$ cat src/rtl/proc_instr_sequencer.sv
`default_nettype none
// ============================================================================
// Module      : proc_instr_sequencer
// Description : Program buffer of {instruction, expected writeback} pairs.
//               Issues the program on ir one entry per cycle, compares the
//               Proc writeback after RESULT_LAT cycles and counts pass/fail.
// Option      : PROC_SEQ_STALL_EN adds a 1-bit stall_i input that inserts
//               NOP bubbles while the program is being issued.
// Revision    : 1.0 - initial release
// ============================================================================
module proc_instr_sequencer #(
  parameter int XLEN       = 32,
  parameter int DEPTH      = 16,
  parameter int RESULT_LAT = 1,
  localparam int AW = $clog2(DEPTH),
  localparam int CW = $clog2(DEPTH + 1)
) (
  input  logic            clk_i,
  input  logic            reset_i,
  input  logic            ld_valid_i,
  output logic            ld_ready_o,
  input  logic [XLEN-1:0] ld_instr_i,
  input  logic [XLEN-1:0] ld_expect_i,
  input  logic            start_i,
`ifdef PROC_SEQ_STALL_EN
  input  logic            stall_i,
`endif
  output logic [XLEN-1:0] ir_o,
  output logic            ir_valid_o,
  input  logic [XLEN-1:0] w_in_i,
  output logic            busy_o,
  output logic            done_o,
  output logic [CW-1:0]   pass_cnt_o,
  output logic [CW-1:0]   fail_cnt_o,
  output logic [AW-1:0]   fail_idx_o
);

  localparam logic [XLEN-1:0] NOP = XLEN'(32'h0000_0013);
  localparam int              LW  = (RESULT_LAT > 1) ? $clog2(RESULT_LAT) : 1;

  typedef enum logic [1:0] {
    S_IDLE  = 2'd0,
    S_RUN   = 2'd1,
    S_DRAIN = 2'd2,
    S_DONE  = 2'd3
  } state_t;

  state_t          state_q, state_d;
  logic [CW-1:0]   count_q, count_d;
  logic [CW-1:0]   rd_ptr_q, rd_ptr_d;   // next entry to issue; equals count when all issued
  logic [LW-1:0]   drain_q, drain_d;
  logic [XLEN-1:0] ir_q, ir_d;
  logic            ir_valid_q, ir_valid_d;
  logic [XLEN-1:0] exp_q, exp_d;         // expectation travelling alongside ir
  logic [AW-1:0]   idx_q, idx_d;
  logic [CW-1:0]   pass_q, pass_d;
  logic [CW-1:0]   fail_q, fail_d;
  logic [AW-1:0]   fidx_q, fidx_d;
  logic            ld_accept;
  logic            stall;

  logic [XLEN-1:0] mem_instr_q [DEPTH];
  logic [XLEN-1:0] mem_exp_q   [DEPTH];

  logic            pv_q [RESULT_LAT];
  logic [XLEN-1:0] pe_q [RESULT_LAT];
  logic [AW-1:0]   pi_q [RESULT_LAT];

`ifdef PROC_SEQ_STALL_EN
  assign stall = stall_i;
`else
  assign stall = 1'b0;
`endif

  // Next-state, issue and scoreboard logic
  always_comb begin
    state_d    = state_q;
    count_d    = count_q;
    rd_ptr_d   = rd_ptr_q;
    drain_d    = drain_q;
    ir_d       = NOP;
    ir_valid_d = 1'b0;
    exp_d      = exp_q;
    idx_d      = idx_q;
    pass_d     = pass_q;
    fail_d     = fail_q;
    fidx_d     = fidx_q;
    ld_accept  = 1'b0;

    // Tail of the check pipe lines up with the writeback of that entry
    if (pv_q[RESULT_LAT-1]) begin
      if (w_in_i == pe_q[RESULT_LAT-1]) begin
        if (pass_q != '1) pass_d = pass_q + 1'b1;
      end else begin
        if (fail_q != '1) fail_d = fail_q + 1'b1;
        if (fail_q == '0) fidx_d = pi_q[RESULT_LAT-1];
      end
    end

    case (state_q)
      S_IDLE, S_DONE: begin
        if ((state_q == S_IDLE) && ld_valid_i && (count_q < CW'(DEPTH))) begin
          ld_accept = 1'b1;
          count_d   = count_q + 1'b1;
        end
        if (start_i) begin
          pass_d = '0;
          fail_d = '0;
          fidx_d = '0;
          if (count_d != '0) begin
            state_d    = S_RUN;
            ir_valid_d = 1'b1;
            idx_d      = '0;
            rd_ptr_d   = CW'(1);
            // A load landing in the start cycle on an empty buffer is entry 0
            if (count_q == '0) begin
              ir_d  = ld_instr_i;
              exp_d = ld_expect_i;
            end else begin
              ir_d  = mem_instr_q[0];
              exp_d = mem_exp_q[0];
            end
          end else begin
            state_d = S_DONE;
          end
        end
      end
      S_RUN: begin
        if (rd_ptr_q == count_q) begin
          state_d = S_DRAIN;
          drain_d = '0;
        end else if (!stall) begin
          ir_d       = mem_instr_q[rd_ptr_q[AW-1:0]];
          exp_d      = mem_exp_q[rd_ptr_q[AW-1:0]];
          idx_d      = rd_ptr_q[AW-1:0];
          ir_valid_d = 1'b1;
          rd_ptr_d   = rd_ptr_q + 1'b1;
        end
      end
      S_DRAIN: begin
        if (drain_q == LW'(RESULT_LAT - 1)) state_d = S_DONE;
        else                                drain_d = drain_q + 1'b1;
      end
      default: state_d = S_IDLE;
    endcase
  end

  // FSM state register
  always_ff @(posedge clk_i) begin
    if (reset_i) state_q <= S_IDLE;
    else         state_q <= state_d;
  end

  // Datapath, pointer and counter registers
  always_ff @(posedge clk_i) begin
    if (reset_i) begin
      count_q    <= '0;
      rd_ptr_q   <= '0;
      drain_q    <= '0;
      ir_q       <= NOP;
      ir_valid_q <= 1'b0;
      exp_q      <= '0;
      idx_q      <= '0;
      pass_q     <= '0;
      fail_q     <= '0;
      fidx_q     <= '0;
    end else begin
      count_q    <= count_d;
      rd_ptr_q   <= rd_ptr_d;
      drain_q    <= drain_d;
      ir_q       <= ir_d;
      ir_valid_q <= ir_valid_d;
      exp_q      <= exp_d;
      idx_q      <= idx_d;
      pass_q     <= pass_d;
      fail_q     <= fail_d;
      fidx_q     <= fidx_d;
    end
  end

  // Program buffer write; contents are not reset
  always_ff @(posedge clk_i) begin
    if (ld_accept && !reset_i) begin
      mem_instr_q[count_q[AW-1:0]] <= ld_instr_i;
      mem_exp_q[count_q[AW-1:0]]   <= ld_expect_i;
    end
  end

  // Check pipe: delays {valid, expect, idx} of the issued entry by RESULT_LAT
  always_ff @(posedge clk_i) begin
    if (reset_i) begin
      for (int i = 0; i < RESULT_LAT; i++) begin
        pv_q[i] <= 1'b0;
        pe_q[i] <= '0;
        pi_q[i] <= '0;
      end
    end else begin
      pv_q[0] <= ir_valid_q;
      pe_q[0] <= exp_q;
      pi_q[0] <= idx_q;
      for (int i = 1; i < RESULT_LAT; i++) begin
        pv_q[i] <= pv_q[i-1];
        pe_q[i] <= pe_q[i-1];
        pi_q[i] <= pi_q[i-1];
      end
    end
  end

  assign ld_ready_o = (state_q == S_IDLE) && (count_q < CW'(DEPTH));
  assign ir_o       = ir_q;
  assign ir_valid_o = ir_valid_q;
  assign busy_o     = (state_q == S_RUN) || (state_q == S_DRAIN);
  assign done_o     = (state_q == S_DONE);
  assign pass_cnt_o = pass_q;
  assign fail_cnt_o = fail_q;
  assign fail_idx_o = fidx_q;

endmodule
`default_nettype wire
$ cat config.mk
export PLATFORM = sky130hd
export DESIGN_NAME = proc_instr_sequencer
export DESIGN_NICKNAME = d
export VERILOG_FILES = /design/src/rtl/proc_instr_sequencer.sv
export SDC_FILE = /design/constraint.sdc
export NUM_CORES = 1
export LEC_CHECK = 0
export BUFFER_PORTS_ARGS = -buffer_cell sky130_fd_sc_hd__buf_2
export CAP_MARGIN = 20
export CORE_ASPECT_RATIO = 0.8
export CORE_UTILIZATION = 45
export DETAILED_ROUTE_END_ITERATION = 6
export HOLD_SLACK_MARGIN = 0.12
export PLACE_DENSITY = 0.6
export SYNTH_ARGS = -nofsm -noshare
export SYNTH_HDL_FRONTEND = slang
export SYNTH_SLANG_ARGS = --single-unit
$ cat constraint.sdc
create_clock -name clk_i -period 12.2 [get_ports clk_i]
set_input_delay 1.22 -clock clk_i [delete_from_list [all_inputs] [get_ports clk_i]]
set_output_delay 1.22 -clock clk_i [all_outputs]
set_load 0.005 [all_outputs]
**Word level (Yosys, flattened, before mapping)**

Memory sizes are Yosys's and may differ from the RTL's. A register that Yosys moved wholly into a read port is not among the register bits.
Cells that the tools add are included.

- Register bits: 96
- Memory bits (writable): 1061
- Input port bits: 100
- Output and inout bits: 50
- Logic and storage cells: 117
- Memories kept: 5

Memory list:

| name | words | bits a word | read ports | clocked after Yosys merged registers in | wr ports | line | RTL |
|---|---|---|---|---|---|---|---|
| mem_exp_q | 16 | 32 | 2 | 1 | 1 | 63 | `logic [XLEN-1:0] mem_exp_q [DEPTH];` |
| mem_instr_q | 16 | 32 | 2 | 1 | 1 | 62 | `logic [XLEN-1:0] mem_instr_q [DEPTH];` |
| pe_q | 1 | 32 | 1 | 0 | 1 | 66 | `logic [XLEN-1:0] pe_q [RESULT_LAT];` |
| pi_q | 1 | 4 | 1 | 0 | 1 | 67 | `logic [AW-1:0] pi_q [RESULT_LAT];` |
| pv_q | 1 | 1 | 1 | 0 | 1 | 65 | `logic pv_q [RESULT_LAT];` |

- $add $sub $neg: 5
- Order comparisons: 1
- Equality and inequality tests: 12
- Muxes and demuxes: 64
- Reductions and logical operators: 19

Operators by type and width:

| kind | number |
|---|---|
| 32-bit two-way mux | 9 |
| 32-bit one-hot mux with 2 select lines | 2 |
| 5-bit two-way mux | 15 |
| 4-bit two-way mux | 13 |
| 32-bit == test | 1 |
| 32-bit OR reduction | 1 |
| 5-bit by 1-bit adder with 5-bit output, second input constant | 4 |
| 1-bit two-way mux | 16 |
| 5-bit logical NOT | 2 |
| 2-bit != test, second input constant | 5 |
| 5-bit != test, second input constant | 2 |
| 5-bit one-hot mux with 2 select lines | 1 |
| 2-bit two-way mux | 4 |
| 4-bit one-hot mux with 2 select lines | 1 |
| 2-bit one-hot mux with 3 select lines | 1 |
| 5-bit == test | 1 |
| 5-bit < comparator, second input constant | 1 |
| 5-bit nonzero test | 1 |
| 2-bit == test, second input constant | 2 |
| 1-bit logical AND | 4 |
| 1-bit one-hot mux with 2 select lines | 2 |
| 4-bit AND reduction | 1 |
| 2-bit nonzero test | 2 |
| 4-bit OR reduction | 1 |
| other kinds (9) | 9 |

**Depth between registers and ports, before layout**

Gate-level depths: netlist of the first run.

- Depth in word-level cells: 11
- Depth in mapped cells: 10
- Depth with buffers taken out: 8

**Least setup slack after synthesis of the first run**

Ideal clock, no wire load.

- Path type: input -> register
- Start point: input port reset_i
- End point: memory mem_exp_q[15][0] (enable)
- Setup time: 0.647 ns
- Data arrival time: 7.842 ns
- Required time: 11.553 ns
- Path slack: 3.711 ns
- Cell stages on the path: 3
- Buffers on the path: 2
- Cells stage by stage: clkbuf_1 > clkbuf_1 > nor4_1

- Longest elaborated chain between the ends: 4

Ends and longest elaborated chain:

| item | line | RTL |
|---|---|---|
| from (decl) | 19 | `input logic reset_i,` |
| 1-bit logical NOT | 183 | `if (ld_accept && !reset_i) begin` |
| 1-bit logical AND | 183 |  |
| 1-bit two-way mux | 183 |  |
| 1-bit two-way mux (implied by the code) | 185 | `mem_exp_q[count_q[AW-1:0]] <= ld_expect_i;` |
| to (decl) | 63 |  |

Every way passes these cells.

==> metrics.txt, run 1 <==
WL/cell=27.9 um; area of the core=0.0974 mm2; Worst Path Required=12730 ps; Mapped Area=0.0445 mm2; postcts setup bufs=0; drt total wl=105 mm; Cell variety after synth=56; crit path buf inv count=2; DPL Wire Length=56.7 mm; Syn. warnings=0; synth top area cells=edfxtp_1, mux4_2, dfxtp_1; Synth Area per Inst=20.3 um2; fill count=7592; share of cells above drive strength 1=29.1%; Post-route DRC=0; vias in the first global route=22800; critical path class=flip-flop to flip-flop; Slew Limit Fails=0; Critical Path AT=4440 ps; Worst-Margin Slew=1170 ps; # H-tree levels=3; Setup Slack @ Placement=7610 ps; power per cell area=191 mW/mm2; I/O pins=150; Clock transition at path regs=60 ps; min-delay worst type=flip-flop to flip-flop; multi-input combinational cell area=0.0106 mm2; Max rail drop VDD=0.176 mV; Die W=354 um; Design Area, Final=0.0507 mm2; Worst setup EP type=flip-flop; ys async rst share=0%; Clock Sink Count=1160; synthesis-to-layout area growth=13.9%; 1st-pass router iterations=5; Gates resized, CTS repair=0; Routability Congestion=0.762; global-route wire length before repair=155 mm; Area after DPL=0.0469 mm2; Tmin final=3910 ps; Yosys top cell area share=69.0%; Synth area leader=edfxtp_1; ratio of final minimum period to clock period=32.1%; RSZ-0062 raised after global routing=no; CTS root buf=clkbuf_16; DRT iter0 DRCs=2151; critical path's top delay family=buffers and inverters; Vias per Instance=5.84; commonest cells in the netlist=edfxtp_1, mux4_2, dfxtp_1; Rel. slew slack=21.8%; worst path cell trace=buf_4, buf_4, mux4_2, mux2_2, a21oi_1, o22ai_1; Worst Clk Skew=20.9 ps; critical path's slowest cell=buf_4; Reg area=0.0335 mm2; status=finished clean; post-synthesis register bit count=1160; Setup WS post-layout=8290 ps; Max-Cap Viols=0; initial antenna violation count=13; DRT antenna net count=0; Die Area=0.100 mm2; leak pwr=16.1 nW; Mapped Cells=2191; CTS tree=done; Post-synth EDFFs=1024; final setup fails=0; Port Buf Inserts=149; largest net degree at the start of global routing=128; CP Launch Type=flip-flop; CTS buffer count=113; Synth Flop Type=edfxtp_1; Synthesized Nets=2304; worst reg2reg setup slack=8290 ps; Worst-Skew Late Latency=700 ps; Seq/Total Area, Yosys=75.2%; grt ovf=0; TNS Setup=0 ps; total global-route track usage=21.2%; via count of the routed design=22100; Nets=2492; Starting Density=45.7%; Hold Fails Final Rpt=0; cell mode on critical path=buf_4; top-count cell post-synth=edfxtp_1; Max Fclk=255 MHz; CTS max path bufs=3; cts hold-fix bufs=0; row count=102; max incr delay on CP=880 ps; CP max FO=48; Die Span Y=283 um
-- per-layer routing --
layer	vias to the layer above	routed length (um)	global-route usage [%]
met2	714	50000	33.0
met3	169	6280	3.45
met4	0	2850	6.69
li1	9424	-	-
met1	11800	46300	30.7
met5	-	0	0
-- path summary, 6_finish.rpt --
kind / from / to / depth (start not counted)
worst min register to register: idx_q[3] / pi_q[0][3] / 1
worst min-delay path: idx_q[3] / pi_q[0][3] / 1
worst max-delay path: flip-flop / ir_o[26] / 6
worst max register to register: flip-flop / ir_o[26] / 6
-- cell families after synthesis --
kind of cell	after synthesis	synth area share [%]
AO/OA/AOI/OAI	200	2.92
flip-flops	1160	75.2
XOR/XNOR	41	0.806
multiplexers	388	16.3
AND/OR/NAND/NOR	251	3.07
adder cells (fa/ha/maj)	13	0.365
buffers and inverters	138	1.36
-- cell usage in the layout, fill, tap and decap left out, types with 5 or more instances in the layout --
cell	count
mux2_4	18
diode_2	7
nand2_1	28
buf_4	47
a21oi_1	38
clkbuf_16	118
buf_2	149
xnor2_1	35
clkinv_2	18
nand3_1	5
o21ai_0	8
nor2b_1	72
nor2_4	11
mux4_2	259
bufinv_16	8
mux2_2	43
inv_1	9
dfxtp_1	132
nor4_1	34
nand4_1	12
clkbuf_8	12
o22ai_1	93
mux2i_1	68
clkbuf_1	19
a211oi_1	38
nor2_1	51
nor3_1	5
xor2_1	6
edfxtp_1	1024
clkinv_1	24
ha_1	12
-- power by group --
group          switching, mW  internal, mW
logic                  0.844         0.760
clock network           1.49          2.01
registers              0.117          4.48
total                   2.45          7.25
-- stage by stage --
step / hold slack, ps / cells / utilization, % / power [mW]
6_report: 469 / 3783 / 52.1 / 9.70
5_1_grt: 478 / 3780 / 52.1 / 10.1
4_1_cts: 463 / 3773 / 52.0 / 9.80
3_5_place_dp: 461 / 3561 / 48.1 / 6.31
3_3_place_gp: 464 / 3559 / 48.1 / 6.29
2_1_floorplan: 440 / 2191 / - / 5.84
-- state kept, by name, indices dropped and copies added (netlist names), 4 cells and up, named ones only --
| register | cells |
|---|---|
| count_q | 5 |
| exp_q | 32 |
| fail_cnt_o | 5 |
| fail_idx_o | 4 |
| idx_q | 4 |
| ir_o | 32 |
| mem_exp_q | 512 |
| mem_instr_q | 512 |
| pass_cnt_o | 5 |
| pe_q | 32 |
| pi_q | 4 |
| rd_ptr_q | 5 |
-- area by class of cell --
type,count,area share [%]
Antenna cell,7,0.0345
Clock buffer,149,6.29
Clock inverter,63,1.17
Inverter,10,0.0740
Multi-Input combinational cell,893,20.8
Sequential cell,1160,66.0
Tap cell,1300,3.21
Timing Repair Buffer,201,2.37
Power figures use the tool's default switching activity.
==> run 2, diff against run 1 <==
Clock period 12.2 ns to 4.04 ns, I/O delays scaled along.
==> run 2 against run 1 <==
Net effect:
- cell area increased by 2.0%
- register-to-register slack got worse by 7400 ps
- global-route usage increased by 0.13 points
- largest power group unchanged
==> metrics.txt, run 2 (same netlist as run 1, synthesis figures left out) <==
DRT antenna net count=0; Die W=354 um; worst reg2reg setup slack=870 ps; ratio of final minimum period to clock period=78.5%; DRT iter0 DRCs=2246; status=finished clean; grt ovf=0; Max Fclk=315 MHz; 1st-pass router iterations=6; Clock Sink Count=1160; WL/cell=27.7 um; Die Area=0.100 mm2; synthesis-to-layout area growth=16.2%; Logic pwr share=17.0%; critical path class=flip-flop to flip-flop; Clock transition at path regs=60 ps; Routability Congestion=0.807; Worst-Margin Slew=1090 ps; share of power burned in registers=47.1%; initial antenna violation count=4; power per cell area=569 mW/mm2; Final Power=29.5 mW; RSZ-0062 raised after global routing=no; Worst setup EP type=flip-flop; Max rail drop VDD=0.474 mV; Hold WS=177 ps; critical path's slowest cell=dfxtp_1; Post-route DRC=0; Worst-Skew Late Latency=690 ps; placed insts=3575; Clock Power Share=35.9%; Hold Path Sink=count_q[1]; largest net degree at the start of global routing=126; global-route wire length before repair=157 mm; most common cell after layout, fill and taps aside=edfxtp_1; share of cells above drive strength 1=28.9%; Net Sw Power=7.37 mW; area of the core=0.0974 mm2; DPL Wire Length=57.6 mm; Nets=2566; RR Endpoint=exp_q[10]; vias in the first global route=23400; leak pwr=16.5 nW; # H-tree levels=3; CTS root buf=clkbuf_16; Die Span Y=283 um; Tmin final=3170 ps; Port Buf Inserts=149; CTS buffer count=112; CP Launch Type=flip-flop; max incr delay on CP=780 ps; drt total wl=107 mm; CP max FO=18; P_int=22.1 mW; Hold Fails Final Rpt=0; row count=102; Critical Path AT=3730 ps; Vias per Instance=5.85; R2R Path Start=count_q[2]; worst path cell trace=nand2b_1, a211oi_1, o211a_1, or3b_2, buf_4, mux2_2; min-delay worst type=input port to flip-flop; Sw Ratio=25.0%; R2R depth=6; CTS max path bufs=3; Hold Crit Start=reset_i; Worst Path Required=4600 ps; final setup fails=0; via count of the routed design=22500; Design Area, Final=0.0518 mm2; Max-Cap Viols=0; commonest non-fill, non-tap cells in the layout=edfxtp_1, mux4_2, buf_2; total global-route track usage=21.3%; count of non-filler cells in the finished layout=3850; CTS tree=done; Worst Clk Skew=23.9 ps; I/O pins=150; number of diodes=0; Slew Limit Fails=0; Hold Path Depth=2; Area after DPL=0.0473 mm2; Rel. slew slack=27.0%; Starting Density=45.7%
[run 2: layout make-up]
class,instances,area (um2)
flip-flops and latches,1160,33500
clock buffers,173,3410
repair buffers,276,2210
fillers,7552,45600
multi-input cells,893,10600
well taps,1300,1630
clock inverters,38,377
inverters,10,37.5
[run 2: per-stage QoR]
step,setup slack (ps),util [%],TNS [ps]
3_5_place_dp,908,48.6,0
2_1_floorplan,-607,-,-511360
3_3_place_gp,964,48.6,0
4_1_cts,906,53.2,0
5_1_grt,669,53.2,0
6_report,870,53.2,0
[run 2: how the worst max path moves through the flow]
stage	startpoint	endpoint	slack, ps	cells past startpoint
after floorplan	state_q[0]	mem_exp_q[14][0]	-610	7
after global placement	count_q[3]	exp_q[20]	960	6
after detailed placement	count_q[2]	exp_q[8]	910	6
after CTS	count_q[3]	exp_q[20]	910	6
after global routing	count_q[2]	exp_q[5]	670	6
final	count_q[2]	exp_q[10]	870	6
[run 2: what timing repair did]
action                                  CTS  global route
endpoints found under the hold margin  1023             0
gates resized for setup                   0             0
buffers inserted                          0             0
hold buffers                             64             0
[run 2: power groups by stage]
stage	logic (mW)	registers, mW	clock network, mW
detailed placement	4.99	14.1	0
CTS	5.07	13.9	10.8
finish	5.02	13.9	10.6
floorplan	3.70	13.9	0
global route	5.40	13.9	11.2
global placement	4.95	14.1	0
[run 2: worst max-delay path, delay by kind of cell, from the launching register on]
| kind | cells | cell delay (ps) |
|---|---|---|
| AOI/OAI and AO/OA | 2 | 640 |
| buffers and inverters | 1 | 360 |
| DFF | 1 | 780 |
| muxes | 1 | 360 |
| and+or+nand+nor | 2 | 900 |
[run 2: routing by layer]
metal	share of wire (%)	GRT usage, %	up-vias
li1	-	-	9561
met1	44	31.6	12000
met2	47	33.1	793
met3	6.9	3.74	140
met4	1.7	4.68	8
met5	0.040	0	-
